<file path="config.mk">
export PLATFORM = sky130hd
export DESIGN_NAME = instr_fetch
export DESIGN_NICKNAME = d
export VERILOG_FILES = /design/src/rtl/fetch_pkg.sv /design/src/rtl/fetch_lat_counter.sv /design/src/rtl/instr_fetch.sv
export SDC_FILE = /design/constraint.sdc
export NUM_CORES = 1
export LEC_CHECK = 0
export BUFFER_PORTS_ARGS = -buffer_cell sky130_fd_sc_hd__buf_2
export CORE_ASPECT_RATIO = 1.4
export CORE_MARGIN = 3
export CORE_UTILIZATION = 48
export CTS_BUF_LIST = sky130_fd_sc_hd__clkbuf_4
export DETAILED_ROUTE_END_ITERATION = 7
export PLACE_DENSITY = 0.81
export SYNTH_ARGS = -nofsm -noshare
export SYNTH_HDL_FRONTEND = slang
export SYNTH_SLANG_ARGS = --single-unit
</file>
<file path="constraint.sdc">
create_clock -name clk -period 2.1 [get_ports clk]
set_clock_uncertainty 0.15 [all_clocks]
set_input_delay 0.42 -clock clk [delete_from_list [all_inputs] [get_ports clk]]
set_output_delay 0.42 -clock clk [all_outputs]
set_load 0.01 [all_outputs]
</file>
<file path="src/rtl/fetch_pkg.sv">
`default_nettype none
// ============================================================================
// Module      : fetch_pkg
// Description : Shared types and constants for the instruction fetch unit.
// Revision    : 1.0 - initial release
// ============================================================================
package fetch_pkg;

  localparam int XLEN_DEFAULT = 32;

  // addi x0, x0, 0
  localparam logic [31:0] NOP_INSTR = 32'h0000_0013;

  typedef enum logic [1:0] {
    IDLE = 2'd0,
    REQ  = 2'd1,
    WAIT = 2'd2,
    HOLD = 2'd3
  } fetch_state_t;

endpackage
`default_nettype wire

</file>
<file path="src/rtl/fetch_lat_counter.sv">
`default_nettype none
// ============================================================================
// Module      : fetch_lat_counter
// Description : Loadable down-counter timing the instruction memory latency.
// Revision    : 1.0 - initial release
// ============================================================================
module fetch_lat_counter #(
  parameter  int MEM_LATENCY = 1,
  localparam int CW          = $clog2(MEM_LATENCY + 1)
) (
  input  logic clk,
  input  logic reset,
  input  logic load,
  input  logic dec,
  output logic done
);

  logic [CW-1:0] r_count;

  always_ff @(posedge clk) begin
    if (reset) begin
      r_count <= '0;
    end else if (load) begin
      r_count <= CW'(MEM_LATENCY);
    end else if (dec && (r_count != '0)) begin
      r_count <= r_count - CW'(1);
    end
  end

  // Asserted in the cycle the memory response is on the bus.
  assign done = (r_count == CW'(1));

endmodule
`default_nettype wire

</file>
<file path="src/rtl/instr_fetch.sv">
`default_nettype none
// ============================================================================
// Module      : instr_fetch
// Description : Fetches one instruction per PC from a fixed-latency memory and
//               hands it to decode over valid/ready. Optional misaligned-PC
//               trap enabled by defining INSTR_FETCH_ALIGN_CHECK_EN.
// Revision    : 1.0 - initial release
// ============================================================================
module instr_fetch
  import fetch_pkg::*;
#(
  parameter int XLEN        = XLEN_DEFAULT,
  parameter int MEM_LATENCY = 1
) (
  input  logic            clk,
  input  logic            reset,
  input  logic [XLEN-1:0] pc,
  output logic            pc_en,
  output logic [XLEN-1:0] imem_addr,
  output logic            imem_rd_en,
  input  logic [XLEN-1:0] imem_rdata,
  input  logic            flush,
  output logic [XLEN-1:0] instr,
  output logic [XLEN-1:0] instr_pc,
  output logic            instr_valid,
  input  logic            instr_ready,
  output logic            fetch_misalign
);

  fetch_state_t    r_state;
  fetch_state_t    w_state_next;
  logic [XLEN-1:0] r_instr;
  logic [XLEN-1:0] r_instr_pc;
  logic [XLEN-1:0] r_req_pc;
  logic            r_instr_valid;
  logic            r_drop;
  logic            r_misalign;

  logic            w_cnt_load;
  logic            w_cnt_dec;
  logic            w_cnt_done;
  logic            w_capture;
  logic            w_release;
  logic            w_drop_set;
  logic            w_drop_clr;
  logic            w_set_misalign;
  logic            w_misaligned;
  logic [XLEN-1:0] w_fetch_addr;

`ifdef INSTR_FETCH_ALIGN_CHECK_EN
  assign w_misaligned   = (pc[1:0] != 2'b00);
  assign w_fetch_addr   = pc;
  assign fetch_misalign = r_misalign;
`else
  assign w_misaligned   = 1'b0;
  assign w_fetch_addr   = {pc[XLEN-1:2], 2'b00};
  assign fetch_misalign = 1'b0;
`endif

  fetch_lat_counter #(
    .MEM_LATENCY (MEM_LATENCY)
  ) u_lat_counter (
    .clk   (clk),
    .reset (reset),
    .load  (w_cnt_load),
    .dec   (w_cnt_dec),
    .done  (w_cnt_done)
  );

  always_comb begin
    w_state_next   = r_state;
    pc_en          = 1'b0;
    imem_rd_en     = 1'b0;
    imem_addr      = '0;
    w_cnt_load     = 1'b0;
    w_cnt_dec      = 1'b0;
    w_capture      = 1'b0;
    w_release      = 1'b0;
    w_drop_set     = 1'b0;
    w_drop_clr     = 1'b0;
    w_set_misalign = 1'b0;
    case (r_state)
      IDLE: begin
        // A misalign trap parks the unit here until reset.
        if (!r_misalign) w_state_next = REQ;
      end
      REQ: begin
        if (w_misaligned) begin
          w_set_misalign = 1'b1;
          w_state_next   = IDLE;
        end else begin
          imem_rd_en   = 1'b1;
          imem_addr    = w_fetch_addr;
          w_cnt_load   = 1'b1;
          w_drop_set   = flush;
          w_state_next = WAIT;
        end
      end
      WAIT: begin
        w_cnt_dec = 1'b1;
        if (w_cnt_done) begin
          // A flush on the response cycle itself still kills the word.
          if (r_drop || flush) begin
            w_drop_clr   = 1'b1;
            w_state_next = REQ;
          end else begin
            w_capture    = 1'b1;
            w_state_next = HOLD;
          end
        end else begin
          w_drop_set = flush;
        end
      end
      HOLD: begin
        if (flush) begin
          w_release    = 1'b1;
          w_state_next = REQ;
        end else if (instr_ready) begin
          pc_en        = 1'b1;
          w_release    = 1'b1;
          w_state_next = REQ;
        end
      end
      default: w_state_next = IDLE;
    endcase
  end

  always_ff @(posedge clk) begin
    if (reset) begin
      r_state       <= IDLE;
      r_instr       <= XLEN'(NOP_INSTR);
      r_instr_pc    <= '0;
      r_instr_valid <= 1'b0;
      r_req_pc      <= '0;
      r_drop        <= 1'b0;
      r_misalign    <= 1'b0;
    end else begin
      r_state <= w_state_next;
      if (w_cnt_load) r_req_pc <= pc;
      if (w_capture) begin
        r_instr       <= imem_rdata;
        r_instr_pc    <= r_req_pc;
        r_instr_valid <= 1'b1;
      end
      if (w_release) r_instr_valid <= 1'b0;
      if (w_drop_clr) begin
        r_drop <= 1'b0;
      end else if (w_drop_set) begin
        r_drop <= 1'b1;
      end
      if (w_set_misalign) r_misalign <= 1'b1;
    end
  end

  assign instr       = r_instr;
  assign instr_pc    = r_instr_pc;
  assign instr_valid = r_instr_valid;

endmodule
`default_nettype wire
</file>
### Word level (Yosys, flattened, before mapping)

Cells that the tools add are included.

| cells by class | value |
|---|---|
| reduce and logical (&&, ||, !) cells | 7 |
| equality and inequality tests | 5 |
| muxes and demuxes | 23 |
| add/subtract/negate cells | 1 |

Operators with widths:

| operator | number |
|---|---|
| 2-to-1 mux 32 bit | 1 |
| 2-to-1 mux 1 bit | 16 |
| 2-to-1 mux 2 bit | 4 |
| case mux 2 bit (4 select lines) | 1 |
| == test 2 bit (second input constant) | 2 |
| OR reduction 2 bit | 2 |
| != test 3 bit (second input constant) | 1 |
| == test 2 x 1 -> 1 bit (second input constant) | 1 |
| zero test 2 bit | 1 |
| != test 2 x 1 -> 1 bit (second input constant) | 1 |
| case mux 1 bit (2 select lines) | 1 |
| AND reduction 2 bit | 1 |
| nonzero test 2 bit | 1 |
| logical AND 1 bit | 1 |
| logical OR 1 bit | 1 |
| subtractor 1 bit (second input constant) | 1 |

| word-level totals | value |
|---|---|
| word-level logic and storage cells | 43 |
| output and inout port bits | 100 |
| input port bits | 68 |
| register bits after elaboration | 101 |

### Depth between registers and ports, before layout

| depth | value |
|---|---|
| depth after elaboration | 5 |
| mapped depth | 7 |
| mapped depth without buffers | 5 |

### Modules after synthesis

From an unflattened synthesis, not the netlist that was laid out.

| second synthesis, totals | value |
|---|---|
| cell total of the unflattened synthesis | 454 |
| area total of the unflattened synthesis | 3,706.1 µm² |

By module, submodules not included:

| module | seq. area each (µm²) | area an instance (µm²) | times used | cells an instance |
|---|---|---|---|---|
| instr_fetch | 2,001.9 | 3,667.3 | 1 | 450 |
| fetch_lat_counter | 20.0 | 38.8 | 1 | 4 |

### Worst setup path before layout

No wires, ideal clock.

| path | value |
|---|---|
| path type | register to output |
| from | register r_state[1] |
| to | output port imem_addr[10] |
| arrival | 1.200 ns |
| buffers on the path | 2 |
| setup slack | 0.330 ns |
| cell stages (with the launch flop) | 6 |
| data required time | 1.530 ns |
| path through | dfxtp_1 inv_1 ha_1 clkbuf_1 clkbuf_1 and2_1 |

| between the ends | value |
|---|---|
| cells in the longest elaborated chain, start to end | 2 |

Ends and longest elaborated chain:

| item | RTL line | text |
|---|---|---|
| start, declared | instr_fetch.sv:30 | `fetch_state_t r_state;` |
| start signal, assigned | instr_fetch.sv:138 | `r_state <= w_state_next;` |
| == test 2 x 1 -> 1 bit | instr_fetch.sv:82 | `case (r_state)` |
| 2-to-1 mux 32 bit | instr_fetch.sv:82 |  |
| end, declared | instr_fetch.sv:19 | `output logic [XLEN-1:0] imem_addr,` |

No other way between the ends.

### Final worst setup path

| path | value |
|---|---|
| from | register r_state[1] |
| to | output port imem_addr[30] |

The elaborated chain is that of the path after synthesis.

==> results.md <==
- Core ar.: roughly 0.0075 mm²
- Largest net degree at the start of global routing: 66
- Final Hold Viols: 0
- CP startpoint: r_state[1]
- # H-tree levels: 3
- DR DRC count: 0
- Ys async rst share: 0%
- Cell chain of the critical path: inv_1 > ha_4 > buf_8 > and2_1 > buf_2
- LEAKAGE: 2.18 nW
- Fin area: 0.00478 mm²
- Root Buffer: clkbuf_4
- Status: complete, no violations
- CTS buffer count: 9
- Max Freq: 0.495 GHz
- Slowest cell on crit path: dfxtp_2
- Placed Cells: between 600 and 700
- Gate Count Post-Synth: 453
- Slew Viols, Final: 0
- Syn Std Cell Area: 0.00372 mm²
- Pre-CTS setup slack: 379 ps
- Hold Crit Class: in -> reg
- Post-DP HPWL: 6.25 mm
- Final period util: a little over nine tenths
- Critical path arrival: 1450 ps
- Fraction of layout cells with a size suffix above 1: about 32%
- Final setup fails: 0
- Critical path depth in cells: 5
- Min Tclk post-route: 2020 ps
- Peak VDD IR: around 0.48 mV
- Final wirelength: 8.89 mm
- Clock Sinks: 101
- Hold_buf cts: 0
- Setup CP Type: reg -> out
- CTS tree: built
- Starting Density: 49.9%
- Synth Register Bits: 101
- Final core occ: 64.2%
- RD Place Congestion: 0.771
- Reg clk slew, reported paths: 140 ps
- Final nets: roughly 680
- Clock tree buffer depth: 2
- Ys flop type: dfxtp_1
- Final cell count without fillers: 710
- Iteration-0 DRC Markers: 157
- RR Startpoint: r_state[1]
- Largest delay contributor family on the critical path: buffers and inverters
- Critical-path maximum fanout: 14
- Via count: around 3500
- Post-synth EDFFs: 0
- WL/cell: between 10 and 15 µm
- Max cap viols: 0
- First-pass GRT wire length: 13.5 mm
- # rows: 37
- Setup crit start kind: flip-flop
- Unrepaired setup endpoints after global routing: true
- Warnings, synthesis: 0
- Crit path capture type: output pin
- Post-DP Area: 0.00457 mm²
- Register area share after synthesis: 54.4%
- Via density: 4.89
- DR pass1 iterations: 5
- R2R Path End: instr_pc[10]
- Die height: 110 µm
- Slowest Stage Delay on Critical Path: 350 ps
- Flop2flop setup slack: 320 ps
- Library cells used by synthesis: 26
- PD cells: 716 mW/mm²
- Die width: 80.4 µm
- Worst path bufs/invs: 3
- Die ar.: ~0.009 mm²
- Req. time, crit path: 1530 ps
- Layout area overhead: 28.6%
- R2r worst-path depth: 6
- Vias in the first global route: 3042
- CP Capture Point: imem_addr[30]
- Gr usage total: 19.2%
- Ports: between 150 and 200
- Antenna viol nets, final: 0
- Insertion delay of the later-clocked pin in the worst-skew pair: approximately 420 ps
- Port Buffers: 164
- Setup WS post-layout: slightly below 80 ps
- Initial antenna violation count: 2
- Avg Synthesized Cell Area: 8.21 µm²
- GRT overflow: 0
state kept, by name, indices dropped and copies added, names as in the netlist:
register / flops
u_lat_counter.done: 1
r_drop: 1
r_req_pc: 32
r_state: 2
instr: 32
instr_pc: 32
instr_valid: 1
layout make-up:
type	count	area (µm²)
fill	642	2670
clock inverter	5	58.8
clock buffer	11	82.6
inverter	4	15.0
sequential	101	2020
timing repair buffer	176	953
tap	97	121
antenna	1	2.50
multi-input combinational	315	1520
metrics by stage:
step / hold WS, ps / setup TNS (ps) / power [mW]
after floorplan: 281 / 0 / 2.28
after global placement: 285 / 0 / 2.44
after detailed placement: 293 / 0 / 2.45
after CTS: 18.1 / 0 / 3.45
after global routing: 23.6 / -151 / 3.59
final: 62.1 / 0 / 3.43
worst min-delay path by stage:
stage / startpoint / to / slack (ps) / depth (start not counted)
6_report: imem_rdata[0] / instr[0] / 60 / 3
5_1_grt: imem_rdata[28] / instr[28] / 20 / 3
4_1_cts: imem_rdata[0] / instr[0] / 20 / 3
3_5_place_dp: r_req_pc[13] / instr_pc[13] / 290 / 2
3_3_place_gp: r_req_pc[29] / instr_pc[29] / 280 / 2
2_1_floorplan: r_req_pc[0] / instr_pc[0] / 280 / 2
layer usage:
layer / vias to the layer above / GRT usage (%) / part of all wire, %
li1: 1766 / - / -
met1: 1557 / 20.7 / 39
met2: 126 / 34.2 / 50
met3: 22 / 5.61 / 8.9
met4: 2 / 9.18 / 2.7
met5: - / 0 / 0.10
Yosys cell counts, types with 4 or more instances:
| cell | n | area share, % |
|---|---|---|
| o21ai_0 | 4 | 0.54 |
| clkbuf_1 | 15 | 1.5 |
| ha_1 | 4 | 1.3 |
| inv_1 | 4 | 0.40 |
| a21oi_1 | 94 | 13 |
| nand2_1 | 128 | 13 |
| nor2_1 | 34 | 3.4 |
| buf_2 | 10 | 1.3 |
| dfxtp_1 | 101 | 54 |
| buf_4 | 5 | 1.0 |
| buf_6 | 5 | 1.5 |
| and2_1 | 30 | 5.0 |
kinds of logic (layout without fill, tap and decap cells):
logic type,after synthesis,after routing,share of synthesized area [%]
other cells,1,4,0.101
flops,101,101,54.4
mux,2,2,0.538
fa+ha+maj,4,4,1.35
buf+inv,39,196,5.79
compound gates,100,100,13.6
simple gates,206,206,24.3
timing repair:
| action | 4_1_cts | 5_1_grt |
|---|---|---|
| cloned | 0 | 1 |
| resized for setup | 4 | 8 |
| setup buffers | 1 | 2 |
| setup endpoints to repair | 30 | 30 |
worst register-to-register path: stages (launching register included):
cell	delay, ps
dfxtp_2	350
buf_4	120
ha_1	260
and4bb_2	290
buf_12	280
nand2_1	140
a21oi_1	140
report_power, final:
group | internal, mW | switching, mW
registers | 1.98 | 0.0359
logic | 0.199 | 0.225
clock network | 0.396 | 0.593
total | 2.57 | 0.853
cells in the final DEF (no fill, tap or decap), drive strengths merged, types with 2 or more instances in the layout:
master	instances
o21ai	4
clkbuf	11
a21oi	94
mux2i	2
ha	4
nor2b	3
inv	6
and2	30
nand3b	3
conb	3
dfxtp	101
nor2	34
nand2	128
buf	176
Power figures use the tool's default switching activity.
